--- src/rtl/mem_access_ctrl_if.sv ---
// CPU-side request/response bundle for mem_access_ctrl.
// The master drives requests (MAR/MDR side); the slave is the sequencer.
interface mem_access_ctrl_if #(
  parameter int DATA_WIDTH     = 32,
  parameter int CPU_ADDR_WIDTH = 32
);
  logic                      rd_req;
  logic                      wr_req;
  logic [CPU_ADDR_WIDTH-1:0] cpu_addr;
  logic [DATA_WIDTH-1:0]     cpu_wdata;
  logic                      busy;
  logic                      ack;
  logic                      err;
  logic [DATA_WIDTH-1:0]     rdata;

  modport master (
    output rd_req, wr_req, cpu_addr, cpu_wdata,
    input  busy, ack, err, rdata
  );

  modport slave (
    input  rd_req, wr_req, cpu_addr, cpu_wdata,
    output busy, ack, err, rdata
  );
endinterface

--- src/rtl/mem_access_ctrl.sv ---
// Sequencer turning single-cycle CPU read/write requests into the RAM's strobe protocol.
// Optional upper-address range checking is enabled by defining MEM_ACCESS_RANGE_CHECK_EN.
module mem_access_ctrl #(
  parameter int DATA_WIDTH     = 32,
  parameter int ADDR_SPACE     = 9,
  parameter int CPU_ADDR_WIDTH = 32
) (
  input  logic                  clock,
  input  logic                  clear,
  mem_access_ctrl_if.slave      cpu,
  output logic [ADDR_SPACE-1:0] mem_addr,
  output logic [DATA_WIDTH-1:0] mem_datain,
  output logic                  mem_read,
  output logic                  mem_write,
  output logic                  mem_enable,
  input  logic [DATA_WIDTH-1:0] mem_dataout
);

  typedef enum logic [2:0] {IDLE, SETUP, STROBE, RELEASE, DONE} state_t;

  state_t                  state_reg, state_next;
  logic                    busy_reg, busy_next;
  logic                    ack_reg, ack_next;
  logic                    err_reg, err_next;
  logic [DATA_WIDTH-1:0]   rdata_reg, rdata_next;
  logic [ADDR_SPACE-1:0]   mem_addr_reg, mem_addr_next;
  logic [DATA_WIDTH-1:0]   mem_datain_reg, mem_datain_next;
  logic                    mem_read_reg, mem_read_next;
  logic                    mem_write_reg, mem_write_next;
  logic                    mem_enable_reg, mem_enable_next;

  logic bad_range;
  logic one_req;
  logic req_err;

`ifdef MEM_ACCESS_RANGE_CHECK_EN
  assign bad_range = |cpu.cpu_addr[CPU_ADDR_WIDTH-1:ADDR_SPACE];
`else
  // Upper address bits are deliberately dropped: the address wraps.
  logic unused_addr_hi;
  assign unused_addr_hi = ^cpu.cpu_addr[CPU_ADDR_WIDTH-1:ADDR_SPACE];
  assign bad_range      = 1'b0;
`endif

  assign one_req = cpu.rd_req ^ cpu.wr_req;
  assign req_err = (cpu.rd_req & cpu.wr_req) | (one_req & bad_range);

  always_ff @(posedge clock or negedge clear) begin
    if (!clear) begin
      state_reg      <= IDLE;
      busy_reg       <= 1'b0;
      ack_reg        <= 1'b0;
      err_reg        <= 1'b0;
      rdata_reg      <= '0;
      mem_addr_reg   <= '0;
      mem_datain_reg <= '0;
      mem_read_reg   <= 1'b0;
      mem_write_reg  <= 1'b0;
      mem_enable_reg <= 1'b0;
    end else begin
      state_reg      <= state_next;
      busy_reg       <= busy_next;
      ack_reg        <= ack_next;
      err_reg        <= err_next;
      rdata_reg      <= rdata_next;
      mem_addr_reg   <= mem_addr_next;
      mem_datain_reg <= mem_datain_next;
      mem_read_reg   <= mem_read_next;
      mem_write_reg  <= mem_write_next;
      mem_enable_reg <= mem_enable_next;
    end
  end

  always_comb begin
    state_next = state_reg;
    case (state_reg)
      IDLE: begin
        if (req_err)      state_next = DONE;
        else if (one_req) state_next = SETUP;
      end
      SETUP:   state_next = STROBE;
      STROBE:  state_next = RELEASE;
      RELEASE: state_next = DONE;
      DONE:    state_next = IDLE;
      default: state_next = IDLE;
    endcase
  end

  // Outputs are computed from the upcoming state so every pin comes straight off a flop.
  always_comb begin
    busy_next       = (state_next != IDLE);
    ack_next        = (state_next == DONE);
    err_next        = (state_next == DONE) && (state_reg == IDLE);
    mem_enable_next = (state_next == STROBE);
    rdata_next      = rdata_reg;
    mem_addr_next   = mem_addr_reg;
    mem_datain_next = mem_datain_reg;
    mem_read_next   = mem_read_reg;
    mem_write_next  = mem_write_reg;

    if (state_reg == IDLE && state_next == SETUP) begin
      mem_addr_next   = cpu.cpu_addr[ADDR_SPACE-1:0];
      mem_datain_next = cpu.cpu_wdata;
      mem_read_next   = cpu.rd_req;
      mem_write_next  = cpu.wr_req;
    end

    // RAM drove dataout on the STROBE edge; it is settled by the end of RELEASE.
    if (state_reg == RELEASE && mem_read_reg) begin
      rdata_next = mem_dataout;
    end

    if (state_next == DONE) begin
      mem_read_next  = 1'b0;
      mem_write_next = 1'b0;
    end
  end

  assign cpu.busy   = busy_reg;
  assign cpu.ack    = ack_reg;
  assign cpu.err    = err_reg;
  assign cpu.rdata  = rdata_reg;
  assign mem_addr   = mem_addr_reg;
  assign mem_datain = mem_datain_reg;
  assign mem_read   = mem_read_reg;
  assign mem_write  = mem_write_reg;
  assign mem_enable = mem_enable_reg;

endmodule
--- src/flat_wrapper.sv ---
// flat-port wrapper written by rule: the top's interface ports become plain ports
module mem_access_ctrl_flat 
#(
  parameter int DATA_WIDTH     = 32,
  parameter int ADDR_SPACE     = 9,
  parameter int CPU_ADDR_WIDTH = 32
)
  (clock, clear, mem_addr, mem_datain, mem_read, mem_write, mem_enable, mem_dataout, cpu_rd_req, cpu_wr_req, cpu_cpu_addr, cpu_cpu_wdata, cpu_busy, cpu_ack, cpu_err, cpu_rdata);
  mem_access_ctrl_if #(.DATA_WIDTH(DATA_WIDTH), .CPU_ADDR_WIDTH(CPU_ADDR_WIDTH)) cpu_i ();
  input  logic clock;
  input  logic clear;
  output logic [ADDR_SPACE-1:0] mem_addr;
  output logic [DATA_WIDTH-1:0] mem_datain;
  output logic mem_read;
  output logic mem_write;
  output logic mem_enable;
  input  logic [DATA_WIDTH-1:0] mem_dataout;
  input wire logic [$bits(cpu_i.rd_req)-1:0] cpu_rd_req;
  input wire logic [$bits(cpu_i.wr_req)-1:0] cpu_wr_req;
  input wire logic [$bits(cpu_i.cpu_addr)-1:0] cpu_cpu_addr;
  input wire logic [$bits(cpu_i.cpu_wdata)-1:0] cpu_cpu_wdata;
  output wire logic [$bits(cpu_i.busy)-1:0] cpu_busy;
  output wire logic [$bits(cpu_i.ack)-1:0] cpu_ack;
  output wire logic [$bits(cpu_i.err)-1:0] cpu_err;
  output wire logic [$bits(cpu_i.rdata)-1:0] cpu_rdata;
  assign cpu_i.rd_req = cpu_rd_req;
  assign cpu_i.wr_req = cpu_wr_req;
  assign cpu_i.cpu_addr = cpu_cpu_addr;
  assign cpu_i.cpu_wdata = cpu_cpu_wdata;
  assign cpu_busy = cpu_i.busy;
  assign cpu_ack = cpu_i.ack;
  assign cpu_err = cpu_i.err;
  assign cpu_rdata = cpu_i.rdata;
  mem_access_ctrl #(.DATA_WIDTH(DATA_WIDTH), .ADDR_SPACE(ADDR_SPACE), .CPU_ADDR_WIDTH(CPU_ADDR_WIDTH)) u_core (.clock(clock), .clear(clear), .cpu(cpu_i), .mem_addr(mem_addr), .mem_datain(mem_datain), .mem_read(mem_read), .mem_write(mem_write), .mem_enable(mem_enable), .mem_dataout(mem_dataout));
endmodule
--- config.mk ---
export PLATFORM = sky130hd
export DESIGN_NAME = mem_access_ctrl_flat
export DESIGN_NICKNAME = d
export VERILOG_FILES = /design/src/rtl/mem_access_ctrl_if.sv /design/src/rtl/mem_access_ctrl.sv /design/src/flat_wrapper.sv
export SDC_FILE = /design/constraint.sdc
export NUM_CORES = 1
export LEC_CHECK = 0
export ABC_AREA = 0
export CAP_MARGIN = 15
export CORE_ASPECT_RATIO = 1.4
export CORE_MARGIN = 2
export CORE_UTILIZATION = 42
export CTS_BUF_LIST = sky130_fd_sc_hd__clkbuf_8 sky130_fd_sc_hd__clkbuf_16
export DETAILED_ROUTE_END_ITERATION = 6
export PLACE_DENSITY_LB_ADDON = 0.2
export SLEW_MARGIN = 10
export SYNTH_ARGS = -nofsm -noshare
export SYNTH_HDL_FRONTEND = slang
export SYNTH_SLANG_ARGS = --single-unit
--- constraint.sdc ---
create_clock -name clock -period 3.1 [get_ports clock]
set_clock_uncertainty 0.05 [all_clocks]
set_input_delay 0.62 -clock clock [delete_from_list [all_inputs] [get_ports clock]]
set_output_delay 0.62 -clock clock [all_outputs]
set_load 0.005 [all_outputs]
After elaboration in Yosys (flattened, before gate mapping)
Index checks and enable logic that the tools add are counted.
W data, S select, Z words.
Operators by class
  eq/ne operators: 6
  mux-type cells: 7
  reduce and logical (&&, ||, !) cells: 6
  bitwise logic cells: 2
Operator list (number)
  $pmux W3 S4: 1
  $eq A3 B2 Y1 const B: 3
  $eq A3 B1 Y1 const B: 2
  $mux W3: 2
  $mux W1: 4
  $eq A3 B3 Y1 const B: 1
  $logic_and A1 B1 Y1: 3
  $logic_not A3 Y1: 1
  $reduce_bool A3 Y1: 1
  $reduce_bool A2 Y1: 1
  $and A1 B1 Y1: 1
  $xor A1 B1 Y1: 1
Word-level totals
  word-level logic and storage cells: 31
  flip-flop bits (word level): 82
  bits of input ports: 100
  output and inout bits: 79

Depth between registers and ports, before layout
  depth after elaboration: 8
  depth in mapped cells: 5
  mapped depth without buffers: 4

Worst setup path after synthesis
OpenSTA, ideal clock, no wires.
  path kind: input port to flip-flop
  start point: in cpu_wr_req
  end point: reg u_core.mem_addr_reg[0] (netlist: u_core.mem_addr[0])
  required time: 2.925 ns
  buffers on the path: 1
  arrival: 1.737 ns
  path slack: 1.188 ns
  stages: 5
  setup time: 0.125 ns
  path through: ha_1 nor2b_1 nand2_2 buf_6 mux2_4
On the way
  longest elaborated chain between the ends: 6
  elaborated cells between the ends (all ways): 7
  those cells by class: eq/ne: 1; mux: 3; bitwise: 2; reduce/logical: 1
RTL lines
  start: declaration: line flat_wrapper.sv:19  | input wire logic [$bits(cpu_i.wr_req)-1:0] cpu_wr_req;
  $xor A1 B1 Y1: line mem_access_ctrl.sv:45  | assign one_req = cpu.rd_req ^ cpu.wr_req;
  $mux W3: line mem_access_ctrl.sv:79  | else if (one_req) state_next = SETUP;
  $mux W3 *: line mem_access_ctrl.sv:78  | if (req_err) state_next = DONE;
  $pmux W3 S4 *: line mem_access_ctrl.sv:76  | case (state_reg)
  $eq A3 B1 Y1 *: line mem_access_ctrl.sv:101  | if (state_reg == IDLE && state_next == SETUP) begin
  $logic_and A1 B1 Y1 *: line mem_access_ctrl.sv:101
  end signal: assignment: line mem_access_ctrl.sv:66  | mem_addr_reg <= mem_addr_next;
  end: declaration: line mem_access_ctrl.sv:26  | logic [ADDR_SPACE-1:0] mem_addr_reg, mem_addr_next;
Every way passes the cells marked *; elsewhere a longest branch is shown, timed or not.
A chain may end at the register's enable or synchronous reset.

Worst setup path in the final report
  start point: reg u_core.state_reg[2]
  end point: reg u_core.rdata_reg[22] (netlist: u_core.cpu.rdata[22])
On the way
  longest elaborated chain between the ends: 2
RTL lines
  start: declaration: line mem_access_ctrl.sv:21  | state_t state_reg, state_next;
  start signal: assignment: line mem_access_ctrl.sv:61  | state_reg <= state_next;
  $eq A3 B2 Y1: line mem_access_ctrl.sv:109  | if (state_reg == RELEASE && mem_read_reg) begin
  $logic_and A1 B1 Y1: line mem_access_ctrl.sv:109
  end signal: assignment: line mem_access_ctrl.sv:65  | rdata_reg <= rdata_next;
  end: declaration: line mem_access_ctrl.sv:25  | logic [DATA_WIDTH-1:0] rdata_reg, rdata_next;
Every way passes these cells.

==> metrics.md <==
| Metric | Value |
|---|---|
| Clock-pin slew on the worst setup and hold paths | 80 ps |
| Core outline area | 7700 µm² |
| Total negative slack for setup checks | 0 ps |
| Buf/Inv on CP | 0 |
| Setup repair after global routing missed its margin | false |
| Std-Cell Rows | 38 |
| Die Footprint | 8580 µm² |
| Number of global-route vias before repair | 2,275 |
| Syn Nets | 293 |
| Lkg Pwr | 2.28 nW |
| Total global routing overflow | 0 |
| Sequential-to-total area share from yosys stat | 62.3% |
| Kind of critical path | reg -> reg |
| Average via count per standard cell | 4.62 |
| Syn. warnings | 0 |
| Hold-fix buffers at CTS | 0 |
| Global-route wire length before repair | 10,900 µm |
| VDD IR max | 0.477 mV |
| Final count of negative-setup-slack endpoints | 0 |
| Number of H-tree levels | 3 |
| Ratio of total power to cell area | 966 nW/µm² |
| Chip Height | 109 µm |
| Yosys top cell area share | 62.3% |
| Library cells used by synthesis | 22 |
| Number of standard cells after synthesis | 192 |
| Syn Std Cell Area | 3290 µm² |
| Routed length per placed instance | 15.2 µm |
| Slowest cell on the critical path | sky130_fd_sc_hd__nand4b_2 |
| Delay contributed by the slowest stage of the critical path | 930 ps |
| Synthesized area per cell | 17.2 µm² |
| Largest net degree at the start of global routing | 83 |
| Fraction of final layout cells sized beyond drive strength 1 | 26.7% |
| First drt pass iteration count | 4 |
| Clock insertion delay at the later pin of the skew report | 340 ps |
| Worst slew margin | 32.3% |
| Total number of clock tree sinks | 82 |
| Overall track demand over capacity in global routing | 16.9% |
| Overall power after layout | 4.91 mW |
| CTS root buf | sky130_fd_sc_hd__clkbuf_8 |
| Final Routed Wirelength | 6930 µm |
| HPWL after detailed placement | 4980 µm |
| Initial antenna violation count | 0 |
| Width of the die | 78.9 µm |
| Growth of design area from synthesis to finish | 54.5% |
| Buffer levels on the longest clock path | 2 |
| Final critical delay including setup and external delays | 2210 ps |
| Slew at the pin closest to its max-slew limit | 1010 ps |
| Number of antenna repair diodes | 0 |
| Max-cap check violation count | 0 |
| Maximum operating frequency | 453 MHz |
| Antenna viol nets, final | 0 |
| Core occupancy in the finished layout | 66.1% |
| Cts bufs inserted | 9 |
| Post-cts resize count | 0 |
| Cell family with most CP delay | simple AND/OR/NAND/NOR gates |
| Kind of capture point of the worst setup path | register |
| # nets final | 452 |
| Largest fanout on the critical path | 32 |
| Initial standard-cell utilization of the core | 42.8% |
| Worst path arrival time | 2380 ps |
| GPL Wtd Cong | 0.754 |
| I/O pin count | 179 |
| Largest cells by area after synthesis | sky130_fd_sc_hd__dfrtp_1 62%, sky130_fd_sc_hd__mux2_4 18%, sky130_fd_sc_hd__mux2_2 11% |
| Max-slew violation count | 0 |
| DRC marker count from the first detailed-route iteration | 73 |
| Run status | completed |
| Path depth of the worst reg2reg path | 2 |
| Final critical-path share of the clock period | 71.2% |
| Data required time at the worst endpoint | 3270 ps |
| Synthesized flop and latch total | 82 |
| IO Port Bufs | 155 |
| DRC violation count after routing | 0 |
| Final setup margin | 894 ps |
| CTS tree | yes |
| Total setup buffers inserted after CTS | 0 |
| CP Launch Type | register |
| FF-to-FF setup slack | 890 ps |
| Pre-CTS worst setup slack | 572 ps |
| Ordered cell list for the critical path | nand4b_2, mux2_2 |
| Startpoint of the lowest-slack register-to-register path | u_core.state_reg[2]$_DFF_PN0_ |
| Worst reg2reg endpoint | u_core.cpu.rdata[22]$_DFFE_PN0P_ |
| Class of the most critical hold timing path | in -> async |
| Hold Violations, Final | 0 |
| Total vias in the final route | 2,105 |
| Cell type contributing the most total cell area after synthesis | sky130_fd_sc_hd__dfrtp_1 |
## power by group
group          switching, mW  internal (mW)  total (mW)
sequential             0.317           1.61        1.93
combinational          0.607           1.63        2.24
clock                  0.351          0.397       0.748
total                   1.27           3.64        4.91
## Yosys cell counts (all sizes together)
library cell	count
nand4b	1
inv	1
ha	1
nor2b	1
nor2	3
nand3	2
nand2	7
buf	10
dfrtp	82
o21a	1
mux2	73
o211ai	2
a31oi	1
nor3	3
a21oi	2
xnor2	1
and2	1
## kinds of logic (layout without fill, tap and decap cells)
group | Yosys count | in the layout | share of synthesized area (%)
AOI/OAI and AO/OA | 6 | 6 | 1.18
DFF | 82 | 82 | 62.3
adders and majority gates | 1 | 1 | 0.380
muxes | 73 | 73 | 29.5
xor gates and xnor gates | 1 | 1 | 0.266
buffers and inverters | 11 | 175 | 3.23
and+or+nand+nor | 18 | 18 | 3.15
## layout make-up
cell class                 count  area, µm²
clock inverter                 2       8.76
clock buffer                  14        193
timing repair buffer         158       1570
fill                         604       2610
inverter                       1       3.75
tap                          100        125
sequential                    82       2050
multi-input combinational     99       1140
## worst max-delay path by stage
stage                             startpoint                               end  slack [ps]  cells past startpoint
2_1_floorplan                     cpu_wr_req    u_core.mem_addr[0]$_DFFE_PN0P_        1190                      5
3_3_place_gp                      cpu_wr_req  u_core.mem_datain[7]$_DFFE_PN0P_         590                      6
3_5_place_dp                      cpu_wr_req  u_core.mem_datain[4]$_DFFE_PN0P_         570                      6
4_1_cts        u_core.state_reg[2]$_DFF_PN0_  u_core.cpu.rdata[25]$_DFFE_PN0P_         860                      2
5_1_grt        u_core.state_reg[2]$_DFF_PN0_   u_core.cpu.rdata[9]$_DFFE_PN0P_         690                      2
6_report       u_core.state_reg[2]$_DFF_PN0_  u_core.cpu.rdata[22]$_DFFE_PN0P_         890                      2
## layout by cell type, fill, tap and decap left out
master	count
sky130_fd_sc_hd__o21a_1	1
sky130_fd_sc_hd__buf_4	4
sky130_fd_sc_hd__inv_1	2
sky130_fd_sc_hd__xnor2_1	1
sky130_fd_sc_hd__mux2_4	40
sky130_fd_sc_hd__nand3_1	2
sky130_fd_sc_hd__ha_1	1
sky130_fd_sc_hd__dfrtp_1	82
sky130_fd_sc_hd__o211ai_1	2
sky130_fd_sc_hd__mux2_2	33
sky130_fd_sc_hd__clkdlybuf4s50_1	154
sky130_fd_sc_hd__clkinv_2	1
sky130_fd_sc_hd__nor3_1	2
sky130_fd_sc_hd__nand4b_2	1
sky130_fd_sc_hd__nor2_1	3
sky130_fd_sc_hd__clkbuf_8	14
sky130_fd_sc_hd__nor3_4	1
sky130_fd_sc_hd__nor2b_1	1
sky130_fd_sc_hd__nand2_1	6
sky130_fd_sc_hd__a31oi_1	1
sky130_fd_sc_hd__nand2_2	1
sky130_fd_sc_hd__a21oi_1	2
sky130_fd_sc_hd__and2_1	1
## through the flow
step                      cell area, µm²  hold slack (ps)  instances
after floorplan                     3290              274        192
after global placement              4890              437        440
after detailed placement            4890              441        440
after CTS                           5090              421        456
after global routing                5090              460        456
final                               5090              398        456
## per-layer routing
layer  global-route usage [%]  up-vias  share of wire [%]  wire length [µm]
met5                        0        -                  0                 0
met4                     8.50        0                2.4               166
met3                     5.38       11                7.8               541
met2                     28.6       94                 51              3510
met1                     19.4     1017                 39              2710
li1                         -      983                  -                 -
Note: power is estimated with default switching activity, not from simulation.
